===== config.mk =====
export PLATFORM = sky130hd
export DESIGN_NAME = ipsxe_fft_reorder_ctrl
export DESIGN_NICKNAME = d
export VERILOG_FILES = /design/src/rtl/ipsxe_fft_pkg.sv /design/src/rtl/ipsxe_fft_reorder_bank_cnt.sv /design/src/rtl/ipsxe_fft_reorder_ctrl.sv
export SDC_FILE = /design/constraint.sdc
export NUM_CORES = 1
export LEC_CHECK = 0
export BUFFER_PORTS_ARGS = -buffer_cell sky130_fd_sc_hd__buf_2
export CAP_MARGIN = 40
export CORE_MARGIN = 2
export CORE_UTILIZATION = 30
export CTS_BUF_LIST = sky130_fd_sc_hd__clkbuf_8
export DETAILED_ROUTE_END_ITERATION = 10
export PLACE_DENSITY_LB_ADDON = 0.1
export SYNTH_ARGS = -nofsm -noshare
export SYNTH_HDL_FRONTEND = slang
export SYNTH_SLANG_ARGS = --single-unit

===== constraint.sdc =====
create_clock -name clk -period 1.4 [get_ports clk]
set_clock_uncertainty 0.15 [all_clocks]
set_input_delay 0.28 -clock clk [delete_from_list [all_inputs] [get_ports clk]]
set_output_delay 0.28 -clock clk [all_outputs]
set_load 0.05 [all_outputs]

===== src/rtl/ipsxe_fft_pkg.sv =====
// ipsxe_fft_pkg
// Shared definitions for the FFT reorder path.
//   rd_state_e : reader FSM encoding (RD_IDLE, RD_RUN)
//   bitrev()   : reverses the low 'width' bits of a value (width <= BITREV_MAX_W)
package ipsxe_fft_pkg;

    localparam int unsigned BITREV_MAX_W = 9;

    typedef enum logic {
        RD_IDLE = 1'b0,
        RD_RUN  = 1'b1
    } rd_state_e;

    // Reverse the whole container, then shift the reversed field down so that
    // only the low 'width' bits of 'val' take part in the reversal.
    function automatic logic [BITREV_MAX_W-1:0] bitrev(
        input logic [BITREV_MAX_W-1:0] val,
        input int unsigned             width
    );
        logic [BITREV_MAX_W-1:0] rev;
        rev = '0;
        for (int i = 0; i < BITREV_MAX_W; i++) begin
            rev[i] = val[BITREV_MAX_W-1-i];
        end
        return rev >> (BITREV_MAX_W - width);
    endfunction

endpackage


===== src/rtl/ipsxe_fft_reorder_bank_cnt.sv =====
// ipsxe_fft_reorder_bank_cnt
// Sample counter with terminal count and ping-pong bank select.
//   clk, rst : clock, synchronous active-high reset
//   inc      : advance the counter by one this cycle
//   cnt      : current position within the frame
//   bank     : bank currently addressed
//   tc       : cnt is at the last position of the frame
//   wrap     : inc while tc; bank toggles and cnt returns to 0
module ipsxe_fft_reorder_bank_cnt #(
    parameter int W = 4
) (
    input  logic         clk,
    input  logic         rst,
    input  logic         inc,
    output logic [W-1:0] cnt,
    output logic         bank,
    output logic         tc,
    output logic         wrap
);

    logic [W-1:0] cnt_q, cnt_d;
    logic         bank_q, bank_d;

    assign cnt  = cnt_q;
    assign bank = bank_q;
    assign tc   = &cnt_q;
    assign wrap = inc & tc;

    always_comb begin
        cnt_d  = cnt_q;
        bank_d = bank_q;
        if (inc) begin
            cnt_d = cnt_q + W'(1);   // natural modulo-N wrap
        end
        if (wrap) begin
            bank_d = ~bank_q;
        end
    end

    always_ff @(posedge clk) begin
        if (rst) begin
            cnt_q  <= '0;
            bank_q <= 1'b0;
        end else begin
            cnt_q  <= cnt_d;
            bank_q <= bank_d;
        end
    end

endmodule


===== src/rtl/ipsxe_fft_reorder_ctrl.sv =====
// ipsxe_fft_reorder_ctrl
// Ping-pong bit-reversal reorder controller. Frames are written in natural
// order into one half of an external 2*N word RAM while the other half is read
// out in bit-reversed order.
//   s_valid/s_ready/s_data/s_last : input stream (s_last only checked)
//   m_valid/m_ready/m_data/m_last : output stream, m_data is the RAM output register
//   frm_err                       : s_last disagreed with the write count
//   ram_wr_* / ram_rd_*           : write and read ports of the external RAM
module ipsxe_fft_reorder_ctrl
    import ipsxe_fft_pkg::*;
#(
    parameter int LOG2_N     = 4,
    parameter int DATA_WIDTH = 32
) (
    input  logic                  clk,
    input  logic                  rst,
    input  logic                  s_valid,
    output logic                  s_ready,
    input  logic [DATA_WIDTH-1:0] s_data,
    input  logic                  s_last,
    output logic                  m_valid,
    input  logic                  m_ready,
    output logic [DATA_WIDTH-1:0] m_data,
    output logic                  m_last,
    output logic                  frm_err,
    output logic                  ram_wr_en,
    output logic [LOG2_N:0]       ram_wr_addr,
    output logic [DATA_WIDTH-1:0] ram_wr_data,
    output logic [LOG2_N:0]       ram_rd_addr,
    output logic                  ram_rd_clken,
    input  logic [DATA_WIDTH-1:0] ram_rd_data
);

    logic [1:0]  full_q, full_d;
    rd_state_e   state_q, state_d;
    logic        m_valid_q, m_valid_d;
    logic        m_last_q, m_last_d;

    logic              wr_fire, wr_bank, wr_tc, wr_wrap;
    logic [LOG2_N-1:0] wr_cnt;
    logic              rd_issue, rd_bank, rd_tc, rd_wrap;
    logic [LOG2_N-1:0] rd_cnt;
    logic              adv;

    ipsxe_fft_reorder_bank_cnt #(.W(LOG2_N)) u_wr_cnt (
        .clk  (clk),
        .rst  (rst),
        .inc  (wr_fire),
        .cnt  (wr_cnt),
        .bank (wr_bank),
        .tc   (wr_tc),
        .wrap (wr_wrap)
    );

    ipsxe_fft_reorder_bank_cnt #(.W(LOG2_N)) u_rd_cnt (
        .clk  (clk),
        .rst  (rst),
        .inc  (rd_issue),
        .cnt  (rd_cnt),
        .bank (rd_bank),
        .tc   (rd_tc),
        .wrap (rd_wrap)
    );

    assign s_ready = ~full_q[wr_bank];
    assign wr_fire = s_valid & s_ready;
    assign frm_err = wr_fire & (s_last != wr_tc);

    // The read output register only moves when the consumer can take a word.
    assign adv = ~m_valid_q | m_ready;
    // A bank that just became full is readable in the same cycle the FSM
    // leaves RD_IDLE, which gives the two-cycle input-to-output latency.
    assign rd_issue = adv & ((state_q == RD_RUN) | full_q[rd_bank]);

    assign ram_wr_en    = wr_fire;
    assign ram_wr_addr  = {wr_bank, wr_cnt};
    assign ram_wr_data  = s_data;
    assign ram_rd_addr  = {rd_bank, LOG2_N'(bitrev(BITREV_MAX_W'(rd_cnt), LOG2_N))};
    assign ram_rd_clken = adv;

    assign m_valid = m_valid_q;
    assign m_last  = m_last_q;
    assign m_data  = ram_rd_data;

    always_comb begin
        full_d    = full_q;
        state_d   = state_q;
        m_valid_d = m_valid_q;
        m_last_d  = m_last_q;

        // Set and clear always hit different banks, so both can apply.
        if (wr_wrap) begin
            full_d[wr_bank] = 1'b1;
        end
        if (rd_wrap) begin
            full_d[rd_bank] = 1'b0;
        end

        case (state_q)
            RD_IDLE: begin
                if (full_q[rd_bank]) begin
                    state_d = RD_RUN;
                end
            end
            RD_RUN: begin
                if (rd_wrap) begin
                    state_d = full_q[~rd_bank] ? RD_RUN : RD_IDLE;
                end
            end
            default: state_d = RD_IDLE;
        endcase

        if (adv) begin
            m_valid_d = rd_issue;
            m_last_d  = rd_issue & rd_tc;
        end
    end

    always_ff @(posedge clk) begin
        if (rst) begin
            full_q    <= 2'b00;
            state_q   <= RD_IDLE;
            m_valid_q <= 1'b0;
            m_last_q  <= 1'b0;
        end else begin
            full_q    <= full_d;
            state_q   <= state_d;
            m_valid_q <= m_valid_d;
            m_last_q  <= m_last_d;
        end
    end

endmodule


Yosys cells after proc, flatten, opt, wreduce, memory -nomap -nowiden:

Index checks and enable logic that the tools add are counted.
Widths: inputs -> output; s select.

* add/subtract/negate cells: 2
* multiply operators: 0
* divide/modulo/power cells: 0
* order comparisons: 5
* equal/unequal tests: 1
* shift operators: 0
* mux-type cells: 16
* bitwise operators: 15
* reduce and logical (&&, ||, !) cells: 4

Operators by type and width (number)
* $mux 1: 11
* $add 4x1->4 const B: 2
* $reduce_and 4->1: 2
* $lt 1x2->1 const B: 3
* $and 1x1->1: 5
* $not 1->1: 5
* $mux 2: 2
* $and 2x2->2: 1
* $demux 1 s1: 2
* $ge 1x1->1 const B: 2
* $logic_and 1x1->1: 2
* $not 2->2: 1
* $or 1x1->1: 2
* $or 2x2->2: 1
* $pmux 1 s2: 1
* $ne 1x1->1: 1

* register bits after elaboration: 15
* latch bits: 0
* bits in writable memories: 0
* ROM bits: 0
* bits of input ports: 69
* output and inout bits: 80
* logic and storage cells: 51
* memories: 0

Longest topological paths before layout:

Gate-level depths: netlist of run 1.

* depth in word-level cells: 8
* mapped depth: 5
* depth with buffers taken out: 5

By module:

From an unflattened synthesis of run 1, not the netlist that was laid out.

* cells, all modules: 136
* area total of the unflattened synthesis: 1201.2 µm²

By module, submodules not included
* ipsxe_fft_reorder_ctrl: times used 1, cells an instance 92, area an instance 738.2 µm², seq. area each 100.1 µm²
* ipsxe_fft_reorder_bank_cnt: times used 2, cells an instance 22, area an instance 231.5 µm², seq. area each 100.1 µm²

Worst setup path before layout of run 1:

OpenSTA, ideal clock, no wires.

* path type: reg2out
* start: reg u_wr_cnt.bank_q, in the netlist u_wr_cnt.bank
* end: out frm_err
* arrival time: 2.417 ns
* data required time: 0.970 ns
* setup slack: -1.447 ns
* stages on the path, launching flop included: 4
* buffers on the path: 0
* cells stage by stage: dfxtp_1 -> mux2i_1 -> nand2_1 -> nor2_1

* longest elaborated chain between the ends: 5

Ends and longest elaborated chain
* start: declaration: line ipsxe_fft_reorder_bank_cnt.sv:22 `logic bank_q, bank_d;`
* start signal: assignment: line ipsxe_fft_reorder_bank_cnt.sv:46 `bank_q <= bank_d;`
* $mux 1 (not written as such) (2 in a row): line ipsxe_fft_reorder_ctrl.sv:65 `assign s_ready = ~full_q[wr_bank];`
* $not 1->1: line ipsxe_fft_reorder_ctrl.sv:65
* via s_ready: line ipsxe_fft_reorder_ctrl.sv:18 `output logic s_ready,`
* $and 1x1->1: line ipsxe_fft_reorder_ctrl.sv:66 `assign wr_fire = s_valid & s_ready;`
* $and 1x1->1: line ipsxe_fft_reorder_ctrl.sv:67 `assign frm_err = wr_fire & (s_last != wr_tc);`
* end: declaration: line ipsxe_fft_reorder_ctrl.sv:25 `output logic frm_err,`

The timed path passes the listed nets, and every way through them passes these cells. The select of a mux whose other input is x is not followed.

Worst setup path in the final report of run 1:

* start: reg u_wr_cnt.cnt_q[0], in the netlist u_wr_cnt.cnt[0]
* end: out frm_err

* longest elaborated chain between the ends: 3

Ends and longest elaborated chain
* start: declaration: line ipsxe_fft_reorder_bank_cnt.sv:21 `logic [W-1:0] cnt_q, cnt_d;`
* start signal: assignment: line ipsxe_fft_reorder_bank_cnt.sv:45 `cnt_q <= cnt_d;`
* $reduce_and 4->1: line ipsxe_fft_reorder_bank_cnt.sv:26 `assign tc = &cnt_q;`
* $ne 1x1->1: line ipsxe_fft_reorder_ctrl.sv:67
* $and 1x1->1: line ipsxe_fft_reorder_ctrl.sv:67

No other way between the ends.

==> results of run 1 <==
## path summary, 6_finish.rpt
| kind | to | startpoint |
|---|---|---|
| worst max-delay path | frm_err | u_wr_cnt.cnt[0]$_SDFFE_PP0P_ |
| worst min-delay path | m_last$_SDFFE_PP0P_ | m_ready |
| worst max register to register | u_wr_cnt.bank$_SDFFE_PP0N_ | u_wr_cnt.cnt[0]$_SDFFE_PP0P_ |
| worst min register to register | u_rd_cnt.cnt[3]$_SDFFE_PP0P_ | u_rd_cnt.cnt[3]$_SDFFE_PP0P_ |
## metal layers
metal  GRT usage [%]  vias up  wire length, um
met4            5.36        0               90
met3            6.13       22              316
met1            10.4      353              817
met2            16.3       47             1140
li1                -      341                -
met5               0        -                0
## where the power goes
group | switching [mW] | internal, mW
Combinational | 0.0681 | 0.0461
Sequential | 0.00552 | 0.421
Clock | 0.155 | 0.194
Total | 0.228 | 0.661
## stage by stage
step	utilization (%)	area, um2
3_3_place_gp	27.4	1010
6_report	33.7	1240
4_1_cts	31.4	1160
2_1_floorplan	-	1230
3_5_place_dp	27.4	1010
5_1_grt	33.7	1240
## worst register-to-register path, stage by stage, from the launching register on
cell and delay (ps):
sky130_fd_sc_hd__dfxtp_4 360, sky130_fd_sc_hd__ha_4 130, sky130_fd_sc_hd__and3_4 210, sky130_fd_sc_hd__buf_4 120, sky130_fd_sc_hd__buf_6 100, sky130_fd_sc_hd__nand3_2 70
sky130_fd_sc_hd__xnor2_1 160, sky130_fd_sc_hd__nor2_1 50
## state kept, by name, indices dropped and copies added, names as in the netlist
register / flops
full_q: 2
u_rd_cnt.cnt: 4
u_wr_cnt.bank: 1
state_q: 1
m_last: 1
m_valid: 1
u_wr_cnt.cnt: 4
u_rd_cnt.bank: 1
## cell families (layout without fill, tap and decap cells)
group / Yosys count / count (layout)
AO/OA/AOI/OAI: 14 / 14
XOR/XNOR: 8 / 8
adder cells (fa/ha/maj): 2 / 2
buffers and inverters: 70 / 46
flip-flops: 15 / 15
multiplexers: 3 / 3
AND/OR/NAND/NOR: 28 / 28
## cell type report
cell class              instances  area (um2)
multi-input cells              55         485
clock buffers                   3        41.3
flip-flops and latches         15         337
clock inverters                 1        3.75
fillers                       403        2450
repair buffers                 39         300
well taps                      48        60.1
inverters                       3        15.0
## repair_timing
action	4_1_cts	5_1_grt
pin swaps	6	5
endpoints found under the setup margin	12	18
resized for setup	22	16
buffers inserted	1	2
## cells in the final DEF (no fill, tap or decap), drive strengths merged, types with 2 or more instances in the layout
cell / Yosys / routed
mux2i: 2 / 2
inv: 3 / 3
a21oi: 5 / 5
xor2: 6 / 6
nand2: 2 / 2
dfxtp: 15 / 15
and3: 3 / 3
a31oi: 2 / 2
xnor2: 2 / 2
nor2: 13 / 13
nand3: 6 / 6
o21ai: 3 / 3
buf: 66 / 36
o211ai: 2 / 2
clkbuf: 1 / 6
ha: 2 / 2
==> metrics.log, run 1 <==
INFO  metric power_density = 716 nW/um2
INFO  metric synth_commonest_cells = sky130_fd_sc_hd__buf_4, sky130_fd_sc_hd__dfxtp_1, sky130_fd_sc_hd__nor2_1
INFO  metric cts_made_buffers = 3
INFO  metric cts_sinks = 15
INFO  metric synthesized_area_per_cell = 8.31 um2
INFO  metric final_nets = ~190
INFO  metric endpoint_kind = output pin
INFO  metric final_layout_size_suffix_gt1_share = 62.9%
INFO  metric critical-path-slowest-cell = sky130_fd_sc_hd__dfxtp_4
INFO  metric yosys.area.top_type_share = ~43%
INFO  metric gp_congestion = 0.720
INFO  metric fin_crit = 1710 ps
INFO  metric fraction_of_the_mapped_netlist_area_in_simple_logic_gates = 11.2%
INFO  metric final_cell_count_no_fill = about 160
INFO  metric dp_hpwl = 1.76 mm
INFO  metric min_path_type = input pin to register
INFO  metric boundaryPins = between 100 and 150
INFO  metric die_x = 66.3 um
INFO  metric timing_max_transition_violations_final = 0
INFO  metric fp.dieH = 66.3 um
INFO  metric number_of_distinct_standard_cells_referenced_by_the_synthesized_netlist = 25
INFO  metric timing.reg2reg.worst_path_depth = 7
INFO  metric sequential_area_share_after_synthesis = between 20% and 30%
INFO  metric max_stage_delay = 350 ps
INFO  metric worst_slack_after_detailed_placement = -279 ps
INFO  metric leakage = 0.521 nW
INFO  metric ant_nets = 0
INFO  metric r2r_setup_slack = -50 ps
INFO  metric synth-main-ff-cell = sky130_fd_sc_hd__dfxtp_1
INFO  metric diodes = 0
INFO  metric yosys.cell_count.top_type = sky130_fd_sc_hd__buf_4
INFO  metric fp.dieArea = 4390 um2
INFO  metric max_cap_violations = 0
INFO  metric dp_cells = 157
INFO  metric groute.usage.overall = 10.2%
INFO  metric arithmetic_cell_share_of_the_synthesized_area_counting_full_adders_half_adders_and_majority_gates = 2.15%
INFO  metric vias_post_dr = 763
INFO  metric crit_path_start_kind = register
INFO  metric drtIter0Drc = 5
INFO  metric routedWlPerCell = 14.4 um
INFO  metric crit_path_arrival_time = 1280 ps
INFO  metric pin_count_of_the_biggest_net_entering_global_routing = 16
INFO  metric timing.final.setup_violations = 5
INFO  metric required = 970 ps
INFO  metric synth.area.mux_share = 3.01%
INFO  metric path_clk_slew = about 60 ps
INFO  metric min_path_cells = 3
INFO  metric hold_buffers_post_cts = 0
INFO  metric synth-edff-count = 0
INFO  metric post-layout-total-power = 890 uW
INFO  metric fmax = 584 MHz
INFO  metric fin_crit_sh = 122%
INFO  metric detail_route.wirelength = 2.37 mm
INFO  metric gr-total-overflow = 0
INFO  metric htree_num_levels = 1
INFO  metric synth-compound-area-share = 7.96%
INFO  metric starting_density_of_the_core = 31.5%
INFO  metric number_of_global_route_vias_before_repair = 745
INFO  metric failed_checks = negative setup slack
INFO  metric vdd.ir_drop.worst = 0.315 mV
INFO  metric finalHoldViolations = 0
INFO  metric critical_path.cell_chain = ha_4 -> and3_4 -> xnor2_4 -> nor2_4 -> buf_6
INFO  metric post_synthesis_sequential_element_count = 15
INFO  metric detail_route.drc_violations = 0
INFO  metric detail_route.vias_per_cell = 4.65
INFO  metric cts.path.max_buffers = 2
INFO  metric crit_fanout = 2
INFO  metric synthDominantAreaCellType = sky130_fd_sc_hd__buf_4
INFO  metric critPathKind = register to output pin
INFO  metric synth.top_cells.by_area = sky130_fd_sc_hd__buf_4, sky130_fd_sc_hd__dfxtp_1, sky130_fd_sc_hd__xor2_1, sky130_fd_sc_hd__nor2_1, sky130_fd_sc_hd__nand3_1
INFO  metric buffer_and_inverter_count_on_the_worst_path = 1
INFO  metric grt_setup_unrepaired = yes
INFO  metric syn-cell-area = 1160 um2
INFO  metric cts_tree = yes
INFO  metric tightest_slew = 348 ps
INFO  metric synthesis.nets = 211
INFO  metric slew_headroom = 76.8%
INFO  metric area_delta_synth_final = 6.77%
INFO  metric worst_path_dominant_cell_family = flip-flops
INFO  metric synth_top_family_by_area = buffers and inverters
INFO  metric fin_tns_setup = -848 ps
INFO  metric worstSetupPathDepth = 5
INFO  metric run_status = finished with violations
INFO  metric root_buffer = sky130_fd_sc_hd__clkbuf_8
INFO  metric worst_hold_slack = 198 ps
INFO  metric antenna_found_initial = 0
INFO  metric grt_first_pass_wirelength = 3.43 mm
INFO  metric yosys.area_share.xor_xnor = 6.02%
INFO  metric drt_pre_antenna_iters = 3
INFO  metric synthCells = 140
INFO  metric fp.coreArea = 3690 um2
INFO  metric placement.io_buffers = 20
INFO  metric row_count = 22
INFO  metric insertion_delay = 250 ps
INFO  metric asyncSetResetFlopFracSynth = 0%
INFO  metric synth_warnings = 0
INFO  metric final.setup.worst_slack = -314 ps
(Power assumes the default switching activity.)
==> run 2, diff against run 1 <==
--- a/config.mk
+++ b/config.mk
@@ -11,7 +11,9 @@
 export CORE_UTILIZATION = 30
 export CTS_BUF_LIST = sky130_fd_sc_hd__clkbuf_8
 export DETAILED_ROUTE_END_ITERATION = 10
+export GPL_TIMING_DRIVEN = 0
 export PLACE_DENSITY_LB_ADDON = 0.1
 export SYNTH_ARGS = -nofsm -noshare
 export SYNTH_HDL_FRONTEND = slang
 export SYNTH_SLANG_ARGS = --single-unit
+export TNS_END_PERCENT = 1
==> run 2 against run 1 <==
Against the previous run:
- the run still ends with negative setup slack left
- final area up 51%
- die area stayed put
- critical path depth unchanged
- non-clock buffer count grew 117
- hold slack got worse by 83 ps
- clock power down 3%
- largest cell class is now non-clock buffers
==> metrics.log, run 2 (synthesis results as in run 1) <==
INFO  metric final_nets = just over 300
INFO  metric crit_fanout = 4
INFO  metric endpoint_kind = output pin
INFO  metric vias_post_dr = 1,129
INFO  metric insertion_delay = 240 ps
INFO  metric min_path_type = input pin to register
INFO  metric gp_congestion = just over 0.7
INFO  metric fp.dieH = 66.3 um
INFO  metric timing.final.setup_violations = 10
INFO  metric fmax = 579 MHz
INFO  metric boundaryPins = 149
INFO  metric drtIter0Drc = 34
INFO  metric diodes = 0
INFO  metric finalHoldViolations = 0
INFO  metric final_layout_size_suffix_gt1_share = 77.7%
INFO  metric cts_tree = yes
INFO  metric most_used_cells_in_the_layout_excluding_fill_and_tap_cells = sky130_fd_sc_hd__buf_2, sky130_fd_sc_hd__buf_4, sky130_fd_sc_hd__nor2_1
INFO  metric number_of_global_route_vias_before_repair = 900
INFO  metric slew_headroom = between 70 and 80%
INFO  metric path_clk_slew = 60 ps
INFO  metric vdd.ir_drop.worst = approximately 0.38 mV
INFO  metric final.setup.worst_slack = -328 ps
INFO  metric ant_nets = 0
INFO  metric drt_pre_antenna_iters = 4
INFO  metric starting_density_of_the_core = 31.5%
INFO  metric die_x = 66.3 um
INFO  metric min_path_cells = 2
INFO  metric fp.coreArea = 3690 um2
INFO  metric required = just under 1000 ps
INFO  metric cts_sinks = 15
INFO  metric crit_path_arrival_time = 1300 ps
INFO  metric timing.rr.start = u_wr_cnt.bank$_SDFFE_PP0N_
INFO  metric post-layout-total-power = around 1.4 mW
INFO  metric pin_count_of_the_biggest_net_entering_global_routing = 11
INFO  metric r2r_setup_slack = -60 ps
INFO  metric run_status = finished with violations
INFO  metric fin_crit_sh = 123%
INFO  metric detail_route.drc_violations = 0
INFO  metric reg2reg_to = u_wr_cnt.cnt[3]$_SDFFE_PP0P_
INFO  metric power_density = ~770 nW/um2
INFO  metric worst_slack_after_detailed_placement = -347 ps
INFO  metric critPathKind = register to output pin
INFO  metric mostFrequentLayoutCell = sky130_fd_sc_hd__buf_2
INFO  metric timing.reg2reg.worst_path_depth = 6
INFO  metric cts_made_buffers = 3
INFO  metric grt_setup_unrepaired = yes
INFO  metric holdPathEnd = m_valid$_SDFFE_PP0P_
INFO  metric timing_max_transition_violations_final = 0
INFO  metric fp.dieArea = approximately 4400 um2
INFO  metric routedWlPerCell = 9.77 um
INFO  metric hold_start = rst
INFO  metric placement.io_buffers = 84
INFO  metric failed_checks = negative setup slack
INFO  metric leakage = 1.00 nW
INFO  metric tightest_slew = about 440 ps
INFO  metric antenna_found_initial = 0
INFO  metric detail_route.vias_per_cell = 4.02
INFO  metric grt_first_pass_wirelength = around 3.9 mm
INFO  metric fin_tns_setup = -1090 ps
INFO  metric hold_buffers_post_cts = 0
INFO  metric area_delta_synth_final = 60.8%
INFO  metric final_cell_count_no_fill = 281
INFO  metric gr-total-overflow = 0
INFO  metric post-route-util = 50.7%
INFO  metric groute.usage.overall = between 10% and 20%
INFO  metric root_buffer = sky130_fd_sc_hd__clkbuf_8
INFO  metric fin_crit = ~1700 ps
INFO  metric detail_route.wirelength = 2.75 mm
INFO  metric cts.path.max_buffers = 2
INFO  metric max_cap_violations = 0
INFO  metric dp_cells = 272
INFO  metric dp_hpwl = 2.33 mm
INFO  metric crit_path_start_kind = register
INFO  metric htree_num_levels = 1
INFO  metric row_count = 22
-- run 2: changes by cell type in the layout (fill, tap and decap cells not counted), moves of 2 or more --
| cell | previous run | this run |
|---|---|---|
| sky130_fd_sc_hd__buf_4 | 20 | 74 |
| sky130_fd_sc_hd__buf_6 | 6 | 0 |
| sky130_fd_sc_hd__dfxtp_2 | 5 | 7 |
| sky130_fd_sc_hd__dfxtp_1 | 2 | 4 |
| sky130_fd_sc_hd__buf_2 | 9 | 79 |
| sky130_fd_sc_hd__dfxtp_4 | 8 | 4 |
| sky130_fd_sc_hd__clkbuf_4 | 3 | 0 |
-- run 2: worst max path at each step --
stage / start / to / slack, ps / cells past startpoint
final: u_wr_cnt.cnt[0]$_SDFFE_PP0P_ / frm_err / -330 / 5
after global routing: u_wr_cnt.bank$_SDFFE_PP0N_ / frm_err / -380 / 4
after CTS: u_wr_cnt.cnt[0]$_SDFFE_PP0P_ / frm_err / -340 / 5
after detailed placement: u_wr_cnt.cnt[0]$_SDFFE_PP0P_ / frm_err / -350 / 5
after global placement: u_wr_cnt.cnt[0]$_SDFFE_PP0P_ / frm_err / -340 / 5
after floorplan: u_wr_cnt.bank$_SDFFE_PP0N_ / frm_err / -350 / 3
-- run 2: worst max-delay path, stage by stage (launching register included) --
cell and delay, ps:
sky130_fd_sc_hd__dfxtp_4 360, sky130_fd_sc_hd__ha_4 160, sky130_fd_sc_hd__and3_4 160, sky130_fd_sc_hd__xnor2_4 130
sky130_fd_sc_hd__nor2_4 90, sky130_fd_sc_hd__buf_8 150
-- run 2: timing repair --
| item | 4_1_cts | 5_1_grt |
|---|---|---|
| buffers inserted | 4 | 1 |
| pin swaps | 3 | 4 |
| setup endpoints to repair | 15 | 16 |
| gates resized for setup | 21 | 5 |
-- run 2: stage by stage --
stage               area, um2  hold WS (ps)
floorplan                1210           199
finish                   1870           115
global route             1870           119
detailed placement       1690           324
CTS                      1840           116
global placement         1690           328
-- run 2: report_power, final --
part | total, mW | switching, mW | internal [mW]
combinational | 0.665 | 0.456 | 0.210
clock | 0.338 | 0.144 | 0.194
sequential | 0.438 | 0.00846 | 0.429
total | 1.44 | 0.609 | 0.833
-- run 2: area by class of cell --
cell class              instances  area [um2]
flip-flops and latches         15         324
multi-input cells              55         442
plain buffers                  67         499
well taps                      48        60.1
repair buffers                 89         485
clock inverters                 1        3.75
clock buffers                   3        41.3
fillers                       381        1820
inverters                       3        15.0
-- run 2: per-layer routing --
layer	part of all wire (%)	vias to the layer above	GRT usage (%)
met4	0.69	0	3.06
met2	53	77	20.9
met5	0	-	0
met3	13	2	4.43
met1	33	472	11.8
li1	-	578	-
